$ cat src/rtl/conv_encoder.sv
// conv_encoder: rate-1/2 K=3 convolutional encoder with two zero tail bits per frame.
// Optional macro CONV_ERR_INJ_EN adds err_mask_i, XORed into each loaded symbol.
module conv_encoder #(
   parameter logic [2:0]  G0    = 3'b111,
   parameter logic [2:0]  G1    = 3'b101,
   parameter int unsigned CNT_W = 16
) (
   input  logic             clk_i,
   input  logic             rst_ni,
   input  logic             s_valid_i,
   output logic             s_ready_o,
   input  logic             s_data_i,
   input  logic             s_last_i,
   output logic             m_valid_o,
   input  logic             m_ready_i,
   output logic [1:0]       m_sym_o,
   output logic             m_last_o,
   output logic [CNT_W-1:0] frame_len_o,
`ifdef CONV_ERR_INJ_EN
   input  logic [1:0]       err_mask_i,
`endif
   output logic             busy_o
);
   typedef enum logic [1:0] {IDLE, DATA, TAIL} fsm_e;
   fsm_e             fsm_q;
   logic [1:0]       state_q;
   logic             tail_q;
   logic [CNT_W-1:0] cnt_q;
   logic [CNT_W-1:0] frame_len_q;
   logic             m_valid_q;
   logic [1:0]       m_sym_q;
   logic             m_last_q;
   logic             free;
   logic             accept;
   logic             tail_ld;
   logic             load;
   logic             u;
   logic [2:0]       taps;
   logic [1:0]       mask;
   logic [1:0]       sym_d;
`ifdef CONV_ERR_INJ_EN
   assign mask = err_mask_i;
`else
   assign mask = 2'b00;
`endif
   assign free      = !m_valid_q || m_ready_i;
   assign s_ready_o = (fsm_q != TAIL) && free;
   assign accept    = s_valid_i && s_ready_o;
   assign tail_ld   = (fsm_q == TAIL) && free;
   assign load      = accept || tail_ld;
   assign u         = accept ? s_data_i : 1'b0;
   assign taps      = {u, state_q};
   // mask only corrupts the emitted symbol; the trellis state stays clean
   assign sym_d     = {^(G0 & taps), ^(G1 & taps)} ^ mask;
   always_ff @(posedge clk_i) begin
      if (!rst_ni) begin
         fsm_q       <= IDLE;
         state_q     <= 2'b00;
         tail_q      <= 1'b0;
         cnt_q       <= '0;
         frame_len_q <= '0;
         m_valid_q   <= 1'b0;
         m_sym_q     <= 2'b00;
         m_last_q    <= 1'b0;
      end else begin
         if (load) begin
            m_valid_q <= 1'b1;
            m_sym_q   <= sym_d;
            m_last_q  <= tail_ld && tail_q;
            state_q   <= {u, state_q[1]};
         end else if (m_ready_i) begin
            m_valid_q <= 1'b0;
            m_last_q  <= 1'b0;
         end
         if (accept) begin
            cnt_q <= (fsm_q == IDLE) ? CNT_W'(1) : (&cnt_q ? cnt_q : cnt_q + CNT_W'(1));
            fsm_q <= s_last_i ? TAIL : DATA;
         end else if (tail_ld) begin
            tail_q <= ~tail_q;
            if (tail_q) begin
               fsm_q       <= IDLE;
               frame_len_q <= cnt_q;
            end
         end
      end
   end
   assign m_valid_o   = m_valid_q;
   assign m_sym_o     = m_sym_q;
   assign m_last_o    = m_last_q;
   assign frame_len_o = frame_len_q;
   assign busy_o      = fsm_q != IDLE;
endmodule

$ cat config.mk
export PLATFORM = sky130hd
export DESIGN_NAME = conv_encoder
export DESIGN_NICKNAME = d
export VERILOG_FILES = /design/src/rtl/conv_encoder.sv
export SDC_FILE = /design/constraint.sdc
export NUM_CORES = 1
export LEC_CHECK = 0
export ABC_AREA = 1
export CAP_MARGIN = 20
export CORE_UTILIZATION = 49
export DETAILED_ROUTE_END_ITERATION = 7
export GPL_ROUTABILITY_DRIVEN = 0
export PLACE_DENSITY = 0.85
export SLEW_MARGIN = 30
export SYNTH_ARGS = -nofsm -noshare
export SYNTH_HDL_FRONTEND = slang
export SYNTH_SLANG_ARGS = --single-unit
$ cat constraint.sdc
create_clock -name clk_i -period 1.5 [get_ports clk_i]
set_clock_uncertainty 0.05 [all_clocks]
set_input_delay 0.3 -clock clk_i [delete_from_list [all_inputs] [get_ports clk_i]]
set_output_delay 0.3 -clock clk_i [all_outputs]
set_load 0.01 [all_outputs]
==> impl_metrics.toml <==
[logic_synthesis]
synth.area.mux_share_pct = 0
yosys.area.top_type = "dfxtp_1"
syn-cell-area_sq_um = 2140
synth.area.top_cells = "dfxtp_1 38%, nand2_1 13%, nand3_1 9.6%"
synthSimpleGateAreaFrac_pct = 40.5
syn-instance-count = 316
synth_compound_area_share_pct = 10.4
avgSynthCellArea_sq_um = 6.77
syn_nets = 323
ys_seq_elements = 41
synth.top_cell.area_share_pct = 38.4
ys_seq_area_share_pct = 38.4
synth_xor_area_share_pct = 0.409
ys_warn_count = 0
synth_fa_ha_area_share_pct = 0.585
synth_top_family_by_area = "simple AND/OR/NAND/NOR gates"
ys_types = 28

[drt]
drcViolationCount = 0
drt_first_pass_iters = 7
vias = 2523
post_drt_wl_per_cell_um = 16.7
totalWireLength_mm = 7.35
avgViaCountPerCell = 5.75
drtIter0Drc = 360
ant_nets = 0

[setup_path]
ff2ff_setup_slack_ps = -150
timing.rr.start = "cnt_q[0]$_SDFFE_PN0P_"
worstSetupEndpointType = "flop"
worst_r2r_endpoint = "cnt_q[10]$_SDFFE_PN0P_"
rr_worst_depth = 11
crit_path_start_kind = "flop"
arrival_ps = 1800
path_max_fanout = 6
crit_type = "reg -> reg"
crit_required_ps = 1650

[global_route]
track_usage_pct = 30.6
grt_overflow = 0
antenna_found_initial = 0
met3_usage_pct = 7.83
gr-usage-met2_pct = 52.5
top_usage_layer = "met2"
grt_util_met1_pct = 33.6
grt_first_pass_wirelength_mm = 10.3
grt_pass1_vias = 2297
grt_max_degree = 20

[sta]
finalSetupViolCount = 11
drv_slew = 0
fmax_mhz = 608
min_period_ps = 1650
setup_ws_ps = -146
worst_slew_margin_rel_pct = 75.9
tightestPinTransition_ps = 361
period_share_pct = 110
hold_violations = 0
rsz0062_at_grt = "yes"

[clock_tree]
numCtsBuffers = 5
clk_pin_slew_ps = 90
cts_tree = "yes"
cts_root_buf = "clkbuf_8"
ctsLongestPathBuffers = 2
clock_sinks = 41
cts_htree_levels = 2
clkLatencyLatePin_ps = 310
cts-hold-fix-buffers = 0

[hold_path]
worst_hold_path_type = "reg -> reg"
hold_path_depth = 2
hp-start = "frame_len_o[7]$_SDFFE_PN0P_"
hold_end = "frame_len_o[7]$_SDFFE_PN0P_"

[power]
comb_power_share_pct = 19.3
p_sw_uw = 734
clkPwrFrac_pct = 32.8
power_density_nw_per_um2 = 786
p_leak_uw = 0.00139
p_int_uw = 1700
power_frac_seq_pct = 47.9
power.share.switching_pct = 30.2
vdd.ir_drop.worst_uv = 516

[layout]
finalInstanceArea_sq_um = 3090
final_cell_mix = "62 x nand2_1, 41 x buf_4, 32 x nand3_1, 32 x dfxtp_1, 30 x nor2_1"
drive_gt1_share_pct = 34.2
final_core_util_pct = 75.6
antennaDiodeCount = 0
fin_nets = 395
final_common_cell = "nand2_1"
area_growth_pct = 44.4
fillers = 272

[run]
maxCapViolCount = 0

[floorplanning]
initial_utilization_pct = 52.4
dieArea_sq_um = 4630
die_y_um = 68.1
fp-row-count = 23
pin_count = 28
core_sq_um = 4090
dieWidth_um = 68.1

[placement]
io_buffers = 27
placed_cell_area_sq_um = 2780
dp_hpwl_mm = 4.05

[status]
status = "finished with violations"
failed_checks = "setup timing"
-- power groups by stage --
stage	combinational, uW	sequential [uW]	clock, uW
global placement	396	1180	0
detailed placement	409	1180	0
CTS	424	1160	780
global route	506	1170	840
finish	470	1160	797
floorplan	222	1180	0
-- timing repair --
action                                  CTS  global route
resized for setup                        47            44
setup buffers                             5             2
pin swaps                                13            11
endpoints found under the setup margin   35            19
-- sequential cells by signal, summed over array words and instances, names as in the netlist --
name	cells
cnt_q	16
m_last_o	1
m_sym_o	2
frame_len_o	16
state_q	2
fsm_q	2
tail_q	1
m_valid_o	1
-- worst max path at each step --
stage | endpoint | startpoint | depth (start not counted) | slack (ps)
4_1_cts | cnt_q[7]$_SDFFE_PN0P_ | cnt_q[1]$_SDFFE_PN0P_ | 11 | -2
3_5_place_dp | s_ready_o | m_ready_i | 6 | -410
2_1_floorplan | cnt_q[8]$_SDFFE_PN0P_ | cnt_q[0]$_SDFFE_PN0P_ | 11 | 20
3_3_place_gp | s_ready_o | m_ready_i | 6 | -380
6_report | cnt_q[10]$_SDFFE_PN0P_ | cnt_q[0]$_SDFFE_PN0P_ | 11 | -150
5_1_grt | cnt_q[10]$_SDFFE_PN0P_ | cnt_q[0]$_SDFFE_PN0P_ | 10 | -250
-- kinds of logic (layout without fill, tap and decap cells) --
logic type | count (synthesis) | after routing
and+or+nand+nor | 183 | 183
buffers and inverters | 49 | 122
AOI/OAI and AO/OA | 41 | 41
DFF | 41 | 41
adders and majority gates | 1 | 1
xor gates and xnor gates | 1 | 1
-- layer usage --
metal  vias up  routed length, um
met5         -                  0
met4         0                495
met3        59                536
met2       172               3630
met1      1135               2680
li1       1157                  -
-- layout make-up --
class	count	area [sq um]	area share (%)
clock buffers	6	82.6	2.67
well taps	50	62.6	2.02
inverters	37	141	4.57
repair buffers	77	678	21.9
clock inverters	2	13.8	0.445
flip-flops and latches	41	832	26.9
multi-input cells	226	1280	41.4
-- worst max-delay path, cell delays in order, from the launching register on --
cell	delay [ps]
dfxtp_2	380
ha_4	180
nand2_4	60
inv_4	60
nand2_4	50
nor2_4	140
nand3_4	130
buf_6	170
nand3_2	70
nand2_1	80
inv_1	80
nor2_1	60
-- metrics by stage --
stage / instances / total power [uW] / setup slack, ps / setup TNS (ps) / hold WS [ps]
2_1_floorplan: 316 / 1410 / 24.1 / 0 / 381
6_report: 439 / 2430 / -146 / -456 / 409
3_3_place_gp: 425 / 1570 / -381 / -8090 / 395
4_1_cts: 438 / 2360 / -2.30 / -2.30 / 409
5_1_grt: 439 / 2510 / -253 / -2110 / 422
3_5_place_dp: 425 / 1590 / -412 / -10420 / 401
-- cell usage after synthesis (all sizes together) --
cell type  instances
buf                8
a211oi             1
nand3             47
nor3               3
ha                 1
nor2              44
inv               37
o21ai              9
dfxtp             41
a21oi             29
xor2               1
clkbuf             4
nand2             83
o21bai             1
a31oi              1
nand4              6
Power figures use the tool's default switching activity.
